$ cat src/rtl/sdrio_pkg.sv
// Shared definitions for the x1 SDR IO serializer/deserializer pair.
// Training defaults are also used by the serializer's pattern generator.
package sdrio_pkg;

  localparam int unsigned SDRIO_RATIO = 4;
  localparam logic [3:0] SDRIO_TRAIN_PATTERN = 4'b1100;
  localparam int unsigned SDRIO_LOCK_CNT = 8;
  localparam int unsigned SDRIO_MAX_SLIPS = 8;

  typedef enum logic [2:0] {
    StIdle,
    StCheck,
    StSlip,
    StWait,
    StLocked,
    StFail
  } sdrio_rx_state_t;

endpackage

$ cat src/rtl/sdrio_deser_core.sv
// Serial-to-parallel datapath: shift register, phase counter with slip hold,
// post-slip blanking and word capture.
module sdrio_deser_core #(
  parameter int unsigned Ratio = 4
) (
  input  logic             clk_i,
  input  logic             rst_ni,
  input  logic             rxd_i,
  input  logic             slip_i,
  output logic [Ratio-1:0] q_o,
  output logic             q_valid_o,
  output logic             slip_ack_o,
  output logic             blank_busy_o
);

  localparam int unsigned PhW = $clog2(Ratio);
  localparam logic [PhW-1:0] PhLast = PhW'(Ratio - 1);

  logic [Ratio-1:0] sr_q, sr_d;
  logic [PhW-1:0]   ph_q, ph_d;
  logic [Ratio-1:0] q_q, q_d;
  logic             valid_q, valid_d;
  logic [1:0]       blank_q, blank_d;
  logic             slip_go, capture;

  always_comb begin
    slip_go = slip_i && (blank_q == 2'd0);
    // A slip holds the phase, so it can never coincide with a capture.
    capture = (ph_q == PhLast) && !slip_go;
    sr_d    = {rxd_i, sr_q[Ratio-1:1]};
    ph_d    = slip_go ? ph_q : ph_q + PhW'(1);
    q_d     = capture ? sr_d : q_q;
    valid_d = capture;
    blank_d = blank_q;
    if (slip_go) begin
      blank_d = 2'd2;
    end else if (capture && (blank_q != 2'd0)) begin
      blank_d = blank_q - 2'd1;
    end
  end

  always_ff @(posedge clk_i or negedge rst_ni) begin
    if (!rst_ni) begin
      sr_q    <= '0;
      ph_q    <= '0;
      q_q     <= '0;
      valid_q <= 1'b0;
      blank_q <= 2'd0;
    end else begin
      sr_q    <= sr_d;
      ph_q    <= ph_d;
      q_q     <= q_d;
      valid_q <= valid_d;
      blank_q <= blank_d;
    end
  end

  assign q_o          = q_q;
  assign q_valid_o    = valid_q;
  assign slip_ack_o   = slip_go;
  assign blank_busy_o = (blank_q != 2'd0);

endmodule

$ cat src/rtl/sdrio_deser_x1.sv
// x1 SDR receive deserializer: datapath core plus word-alignment training FSM
// and manual bitslip arbitration.
module sdrio_deser_x1
  import sdrio_pkg::*;
#(
  parameter int unsigned       RATIO         = SDRIO_RATIO,
  parameter logic [RATIO-1:0]  TRAIN_PATTERN = SDRIO_TRAIN_PATTERN,
  parameter int unsigned       LOCK_CNT      = SDRIO_LOCK_CNT,
  parameter int unsigned       MAX_SLIPS     = SDRIO_MAX_SLIPS
) (
  input  logic             geclk_il,
  input  logic             rst_n,
  input  logic             rxd_in,
  input  logic             align_il,
  input  logic             train_en,
  output logic [RATIO-1:0] q_0,
  output logic             q_valid,
  output logic             locked,
  output logic             align_err,
  output logic [1:0]       slip_cnt
);

  localparam int unsigned MatchW = $clog2(LOCK_CNT + 1);
  localparam int unsigned TryW   = $clog2(MAX_SLIPS + 1);
  localparam logic [MatchW-1:0] MatchMax = MatchW'(LOCK_CNT);
  localparam logic [TryW-1:0]   TryMax   = TryW'(MAX_SLIPS);

  sdrio_rx_state_t   state_q, state_d;
  logic [MatchW-1:0] match_q, match_d;
  logic [TryW-1:0]   try_q, try_d;
  logic [1:0]        slip_cnt_q, slip_cnt_d;
  logic              fsm_slip, manual_slip, slip_ack, blank_busy;

  sdrio_deser_core #(
    .Ratio(RATIO)
  ) u_core (
    .clk_i       (geclk_il),
    .rst_ni      (rst_n),
    .rxd_i       (rxd_in),
    .slip_i      (fsm_slip || manual_slip),
    .q_o         (q_0),
    .q_valid_o   (q_valid),
    .slip_ack_o  (slip_ack),
    .blank_busy_o(blank_busy)
  );

  // train_en has priority: a manual request in the cycle training starts is dropped.
  assign manual_slip = (state_q == StIdle) && !train_en && align_il;

  always_comb begin
    state_d    = state_q;
    match_d    = match_q;
    try_d      = try_q;
    fsm_slip   = 1'b0;
    slip_cnt_d = slip_ack ? slip_cnt_q + 2'd1 : slip_cnt_q;
    if (!train_en) begin
      state_d = StIdle;
    end else begin
      unique case (state_q)
        StIdle: begin
          state_d = StCheck;
          match_d = '0;
          try_d   = '0;
        end
        StCheck: begin
          if (q_valid) begin
            if (q_0 == TRAIN_PATTERN) begin
              if (match_q != MatchMax) match_d = match_q + MatchW'(1);
              if (match_d == MatchMax) state_d = StLocked;
            end else begin
              match_d = '0;
              state_d = (try_q == TryMax) ? StFail : StSlip;
            end
          end
        end
        StSlip: begin
          fsm_slip = 1'b1;
          if (try_q != TryMax) try_d = try_q + TryW'(1);
          state_d = StWait;
        end
        StWait: begin
          if (!blank_busy) state_d = StCheck;
        end
        StLocked, StFail: ;
        default: state_d = StIdle;
      endcase
    end
  end

  always_ff @(posedge geclk_il or negedge rst_n) begin
    if (!rst_n) begin
      state_q    <= StIdle;
      match_q    <= '0;
      try_q      <= '0;
      slip_cnt_q <= 2'd0;
    end else begin
      state_q    <= state_d;
      match_q    <= match_d;
      try_q      <= try_d;
      slip_cnt_q <= slip_cnt_d;
    end
  end

  assign locked    = (state_q == StLocked);
  assign align_err = (state_q == StFail);
  assign slip_cnt  = slip_cnt_q;

endmodule

$ cat config.mk
export PLATFORM = sky130hd
export DESIGN_NAME = sdrio_deser_x1
export DESIGN_NICKNAME = d
export VERILOG_FILES = /design/src/rtl/sdrio_pkg.sv /design/src/rtl/sdrio_deser_core.sv /design/src/rtl/sdrio_deser_x1.sv
export SDC_FILE = /design/constraint.sdc
export NUM_CORES = 1
export LEC_CHECK = 0
export CORE_MARGIN = 2
export CORE_UTILIZATION = 38
export DETAILED_ROUTE_END_ITERATION = 10
export HOLD_SLACK_MARGIN = 0.05
export PLACE_DENSITY = 0.65
export RECOVER_POWER = 100
export SYNTH_ARGS = -nofsm -noshare
export SYNTH_HDL_FRONTEND = slang
export SYNTH_SLANG_ARGS = --single-unit
$ cat constraint.sdc
create_clock -name geclk_il -period 4 [get_ports geclk_il]
set_clock_uncertainty 0.2 [all_clocks]
set_input_delay 0.8 -clock geclk_il [delete_from_list [all_inputs] [get_ports geclk_il]]
set_output_delay 0.8 -clock geclk_il [all_outputs]
set_load 0.01 [all_outputs]
==> reports/qor.csv, run 1 <==
metric;value;unit
coreArea;3310;um2
synthXorXnorAreaFrac;2.69;%
relSlewSlack;22.3;%
syn-cell-area;1300;um2
number_of_antenna_violations_at_the_first_check_in_global_routing;0;
cp_num_buf_inv;1;
diodes;0;
final-setup-viol-count;0;
grt_first_pass_wirelength;4.15;mm
postLayoutCoreUtil;44.7;%
layout_worst_path_cycle_share;81.0;%
buffer_ports.inserted;13;
dpl_cell_area;1470;um2
yosys.cell_types.count;38;
synth_top_family_by_area;simple AND/OR/NAND/NOR gates;
power_density;554;nW/um2
ctsResizeCount;0;
cp_slowest_stage_delay;0.89;ns
worst-slew-pin-transition;1.16;ns
finalNonFillerCells;181;
synth_compound_gate_area_share;11.9;%
final_layout_size_suffix_gt1_share;8.89;%
syn-instance-count;121;
worst-endpoint-required;4.02;ns
crit_fanout;9;
finalHoldViolations;0;
dieArea;3920;um2
timing.final.max_slew_violations;0;
clk_transition_reported_paths;0.14;ns
finish.net_count;147;
synth.ff_latch_count;25;
die_width;62.6;um
worstReg2RegEnd;u_core.q_o[2]$_DFFE_PN0P_;
synth_area_per_cell;10.8;um2
detailedRoute.firstPassIterationCount;5;
cts_post_setup_buffers_inserted;0;
layout-area-overhead-vs-synth;13.5;%
total_leakage_power;0.662;nW
multi_input_comb_area;598;um2
final_cell_area;1480;um2
worst_skew_pair.late_latency;0.32;ns
floorplan.initialDensity;39.4;%
r2r_setup_slack;1.39;ns
syn-num-nets;132;
maximum_capacitance_violations;0;
postCtsHoldBufs;0;
fmax;308;MHz
tritoncts;done;
clock_tree.buffer_depth;2;
crit_arrival;3.26;ns
grt_pass1_vias;953;
finalCriticalPeriod;3.24;ns
gp_congestion;0.781;
worst-setup-path-type;in -> reg;
layout_setup_ws;0.758;ns
detail_route.wl_per_cell;12.4;um
drtIter0Drc;29;
min_path_type;reg -> reg;
numCtsBuffers;3;
routed_via_density;5.14;
fraction_of_the_mapped_netlist_area_in_adder_cells;5.76;%
placement_rows;21;
layout_common_cells;dfrtp_1 (25), dlygate4sd3_1 (12), nand2_1 (11);
dpl.cell_count;177;
dr_total_vias;931;
drtAntennaViolNets;0;
place.detailed.hpwl;1.70;mm
synth_simple_gate_area_share;19.2;%
fillCellCount;337;
yosysSeqAreaShare;48.0;%
status;finished clean;
timing.critical_path.to_type;flip-flop;
grt_setup_unrepaired;false;
cp.depth;6;
route.detailed.drc;0;
floorplan.die.height;62.6;um
grt_max_degree;26;
total_negative_setup_slacks;0;ns
clock-sinks;25;
worst_path_dominant_cell_family;simple AND/OR/NAND/NOR gates;
regToRegStartpoint;u_core.blank_q[0]$_DFFE_PN0P_;
leading_register_cell_type_out_of_synthesis;dfrtp_1;
area.sequential;626;um2
async_reset_ff_share;100;%
synth_warnings;0;
cp_slowest_cell;nor4_1;
cp_cell_sequence;dlygate4sd3_1, nor3b_1, a21oi_1, nor4_1, nand2b_4, mux2_4;
h-tree-depth;1;
global_router_s_overall_resource_usage;13.1;%
kind_of_start_point_of_the_critical_path;input pin;
drt_wl_total;2.24;mm
r2r.worst_path.cells;6;
mostFrequentLayoutCell;dfrtp_1;
synth_edf_count;0;
cts.root.buffer_cell;clkbuf_4;
vdd_drop_max;304;uV
yosys-mux-area-fraction;7.87;%
cp_launch_point;train_en;
gr-total-overflow;0;
top_level_ports;14;
pre_cts_slack;1.09;ns
worst_setup_path_endpoint;u_core.q_o[2]$_DFFE_PN0P_;
worst min path at each step:
| stage | startpoint | to | depth (start not counted) |
|---|---|---|---|
| detailed placement | u_core.sr_q[2]$_DFF_PN0_ | u_core.sr_q[1]$_DFF_PN0_ | 0 |
| floorplan | u_core.sr_q[2]$_DFF_PN0_ | u_core.sr_q[1]$_DFF_PN0_ | 0 |
| global route | u_core.sr_q[2]$_DFF_PN0_ | u_core.sr_q[1]$_DFF_PN0_ | 0 |
| finish | u_core.sr_q[2]$_DFF_PN0_ | u_core.sr_q[1]$_DFF_PN0_ | 0 |
| CTS | u_core.sr_q[2]$_DFF_PN0_ | u_core.sr_q[1]$_DFF_PN0_ | 0 |
| global placement | u_core.sr_q[2]$_DFF_PN0_ | u_core.sr_q[1]$_DFF_PN0_ | 0 |
through the flow:
stage	hold slack [ns]	power (mW)
floorplan	0.154	0.621
CTS	0.208	0.865
global placement	0.168	0.729
global route	0.210	0.886
detailed placement	0.173	0.740
finish	0.206	0.820
per-layer routing:
layer	share of wire [%]	vias to the layer above	wire, um	global-route usage [%]
met5	0	-	0	0
li1	-	453	-	-
met2	51	18	1140	23.3
met4	0.85	0	19	2.50
met3	3.5	2	78	3.24
met1	45	458	1000	16.3
cell usage after synthesis, drive strengths merged, types with 4 or more instances:
| master | n | area (um2) |
|---|---|---|
| a21oi | 4 | 20.0 |
| dfrtp | 25 | 626 |
| ha | 6 | 75.1 |
| inv | 10 | 37.5 |
| mux2 | 6 | 82.6 |
| nand2 | 11 | 41.3 |
| nand2b | 5 | 38.8 |
| nand3 | 7 | 35.0 |
| nor2 | 7 | 26.3 |
| o21ai | 5 | 25.0 |
registers in the layout (all words and copies together), names as in the netlist:
| register | cells |
|---|---|
| slip_cnt | 2 |
| match_q | 4 |
| u_core.blank_q | 2 |
| u_core.q_o | 4 |
| state_q | 3 |
| u_core.sr_q | 3 |
| try_q | 4 |
| u_core.ph_q | 2 |
| u_core.q_valid_o | 1 |
cell type report:
type	count	share of cell area (%)
flip-flops and latches	25	42.3
multi-input cells	83	40.4
repair buffers	13	8.79
well taps	46	3.89
inverters	10	2.54
clock buffers	3	1.52
clock inverters	1	0.592
power breakdown:
| part | switching, mW | internal (mW) |
|---|---|---|
| combinational | 0.141 | 0.178 |
| clock | 0.0777 | 0.0407 |
| sequential | 0.0607 | 0.322 |
kinds of logic after synthesis:
logic type               count (synthesis)
flip-flops                              25
adder cells (fa/ha/maj)                  6
XOR/XNOR                                 4
buffers and inverters                   13
AO/OA/AOI/OAI                           23
multiplexers                             8
AND/OR/NAND/NOR                         42
(Power assumes the default switching activity.)
==> inputs of run 2 (changes only) <==
- clock period: 4 -> 3 ns (I/O delays scaled with it)
==> run 2 against run 1 <==
  * Register-to-register slack got worse by 0.53 ns
  * Critical endpoint is now locked
  * Utilization fell by 0.45 points
  * Flip-flop and latch count stayed put
  * Via count shrank 3.2%
  * First-iteration DRC count rose by 110%
  * Cell count is 1.1% higher
  * Largest cell class unchanged
==> reports/qor.csv, run 2 (synthesis gave the netlist of run 1 again) <==
metric;value;unit
timing.final.max_slew_violations;0;
route.detailed.drc;0;
diodes;0;
maximum_capacitance_violations;0;
power_density;719;nW/um2
fillCellCount;342;
drt_wl_total;2.32;mm
relSlewSlack;9.64;%
postCtsHoldBufs;0;
final_layout_size_suffix_gt1_share;6.57;%
total_power;1.05;mW
numCtsBuffers;3;
detail_route.wl_per_cell;12.7;um
worst_skew_pair.late_latency;0.31;ns
tritoncts;done;
crit_arrival;1.82;ns
h-tree-depth;1;
buffer_ports.inserted;13;
worst-setup-path-type;reg -> out;
hp-start;u_core.sr_q[3]$_DFF_PN0_;
drtIter0Drc;61;
gp_congestion;0.784;
clk_transition_reported_paths;0.13;ns
placement_rows;21;
worst-slew-pin-transition;1.36;ns
layout_common_cells;dfrtp_1 (25), dlygate4sd3_1 (12), nand2_1 (11);
total_negative_setup_slacks;0;ns
kind_of_start_point_of_the_critical_path;flip-flop;
cp_launch_point;state_q[1]$_DFFE_PN0P_;
layout-area-overhead-vs-synth;12.4;%
mostFrequentLayoutCell;dfrtp_1;
finalHoldViolations;0;
grt_first_pass_wirelength;4.22;mm
grt_pass1_vias;976;
crit_fanout;8;
vdd_drop_max;371;uV
regToRegStartpoint;match_q[0]$_DFFE_PN0P_;
timing.critical_path.to_type;output pin;
floorplan.initialDensity;39.4;%
cts.root.buffer_cell;clkbuf_4;
fmax;382;MHz
detailedRoute.firstPassIterationCount;4;
number_of_antenna_violations_at_the_first_check_in_global_routing;0;
total_leakage_power;0.647;nW
global_router_s_overall_resource_usage;13.4;%
gr-total-overflow;0;
status;finished clean;
finish.net_count;149;
ctsResizeCount;0;
coreArea;3310;um2
clock_tree.buffer_depth;2;
floorplan.die.height;62.6;um
min_path_type;reg -> reg;
cts_post_setup_buffers_inserted;0;
dieArea;3920;um2
top_level_ports;14;
clock-sinks;25;
drtAntennaViolNets;0;
grt_max_degree;26;
place.detailed.hpwl;1.75;mm
final-setup-viol-count;0;
grt_setup_unrepaired;false;
dr_total_vias;901;
routed_via_density;4.92;
layout_worst_path_cycle_share;87.2;%
die_width;62.6;um
worst-endpoint-required;2.20;ns
finalCriticalPeriod;2.62;ns
==> run 2: final cells by class <==
type / instances / area (um2) / area share [%]
Sequential cell: 25 / 626 / 42.7
Multi-Input combinational cell: 83 / 579 / 39.5
Timing Repair Buffer: 15 / 138 / 9.39
Tap cell: 46 / 57.6 / 3.93
Inverter: 10 / 37.5 / 2.56
Clock buffer: 3 / 22.5 / 1.54
Clock inverter: 1 / 5.00 / 0.342
==> run 2: worst paths after layout <==
check                                           end  slack (ns)  cells after the start
hold reg to reg            u_core.sr_q[2]$_DFF_PN0_        0.20                      0
setup / recovery                             locked        0.38                      4
hold / removal             u_core.sr_q[2]$_DFF_PN0_        0.20                      0
setup reg to reg             state_q[2]$_DFFE_PN0P_        0.86                      7
min in group asynchronous    match_q[3]$_DFFE_PN0P_        0.91                      2
max in group asynchronous    state_q[0]$_DFFE_PN0P_        0.90                      2
==> run 2: where the power goes <==
group / internal, mW / leakage [nW] / switching [mW]
registers: 0.429 / 0.318 / 0.0807
logic: 0.213 / 0.311 / 0.186
clock network: 0.0498 / 0.0177 / 0.0953
==> run 2: per-stage QoR <==
step | hold slack, ns | cells | utilization [%] | setup slack [ns] | area [um2]
floorplan | 0.104 | 121 | - | 0.891 | 1300
global placement | 0.167 | 179 | 44.8 | 0.558 | 1480
detailed placement | 0.168 | 179 | 44.8 | 0.526 | 1480
CTS | 0.204 | 183 | 45.7 | 0.398 | 1510
global route | 0.219 | 183 | 44.3 | 0.253 | 1470
finish | 0.198 | 183 | 44.3 | 0.383 | 1470
==> run 2: critical path, cell delays in order (launching register included) <==
cell and delay (ns):
dfrtp_1 0.49, inv_1 0.18, nand2_1 0.10, nor2_1 0.12, dlygate4sd3_1 0.62
==> run 2: routing by layer <==
metal | wire [um] | track usage (%) | vias to the layer above
met5 | 0 | 0 | -
met3 | 83 | 1.98 | 2
met4 | 15 | 6.11 | 0
li1 | - | - | 454
met1 | 1060 | 16.3 | 430
met2 | 1170 | 23.3 | 15
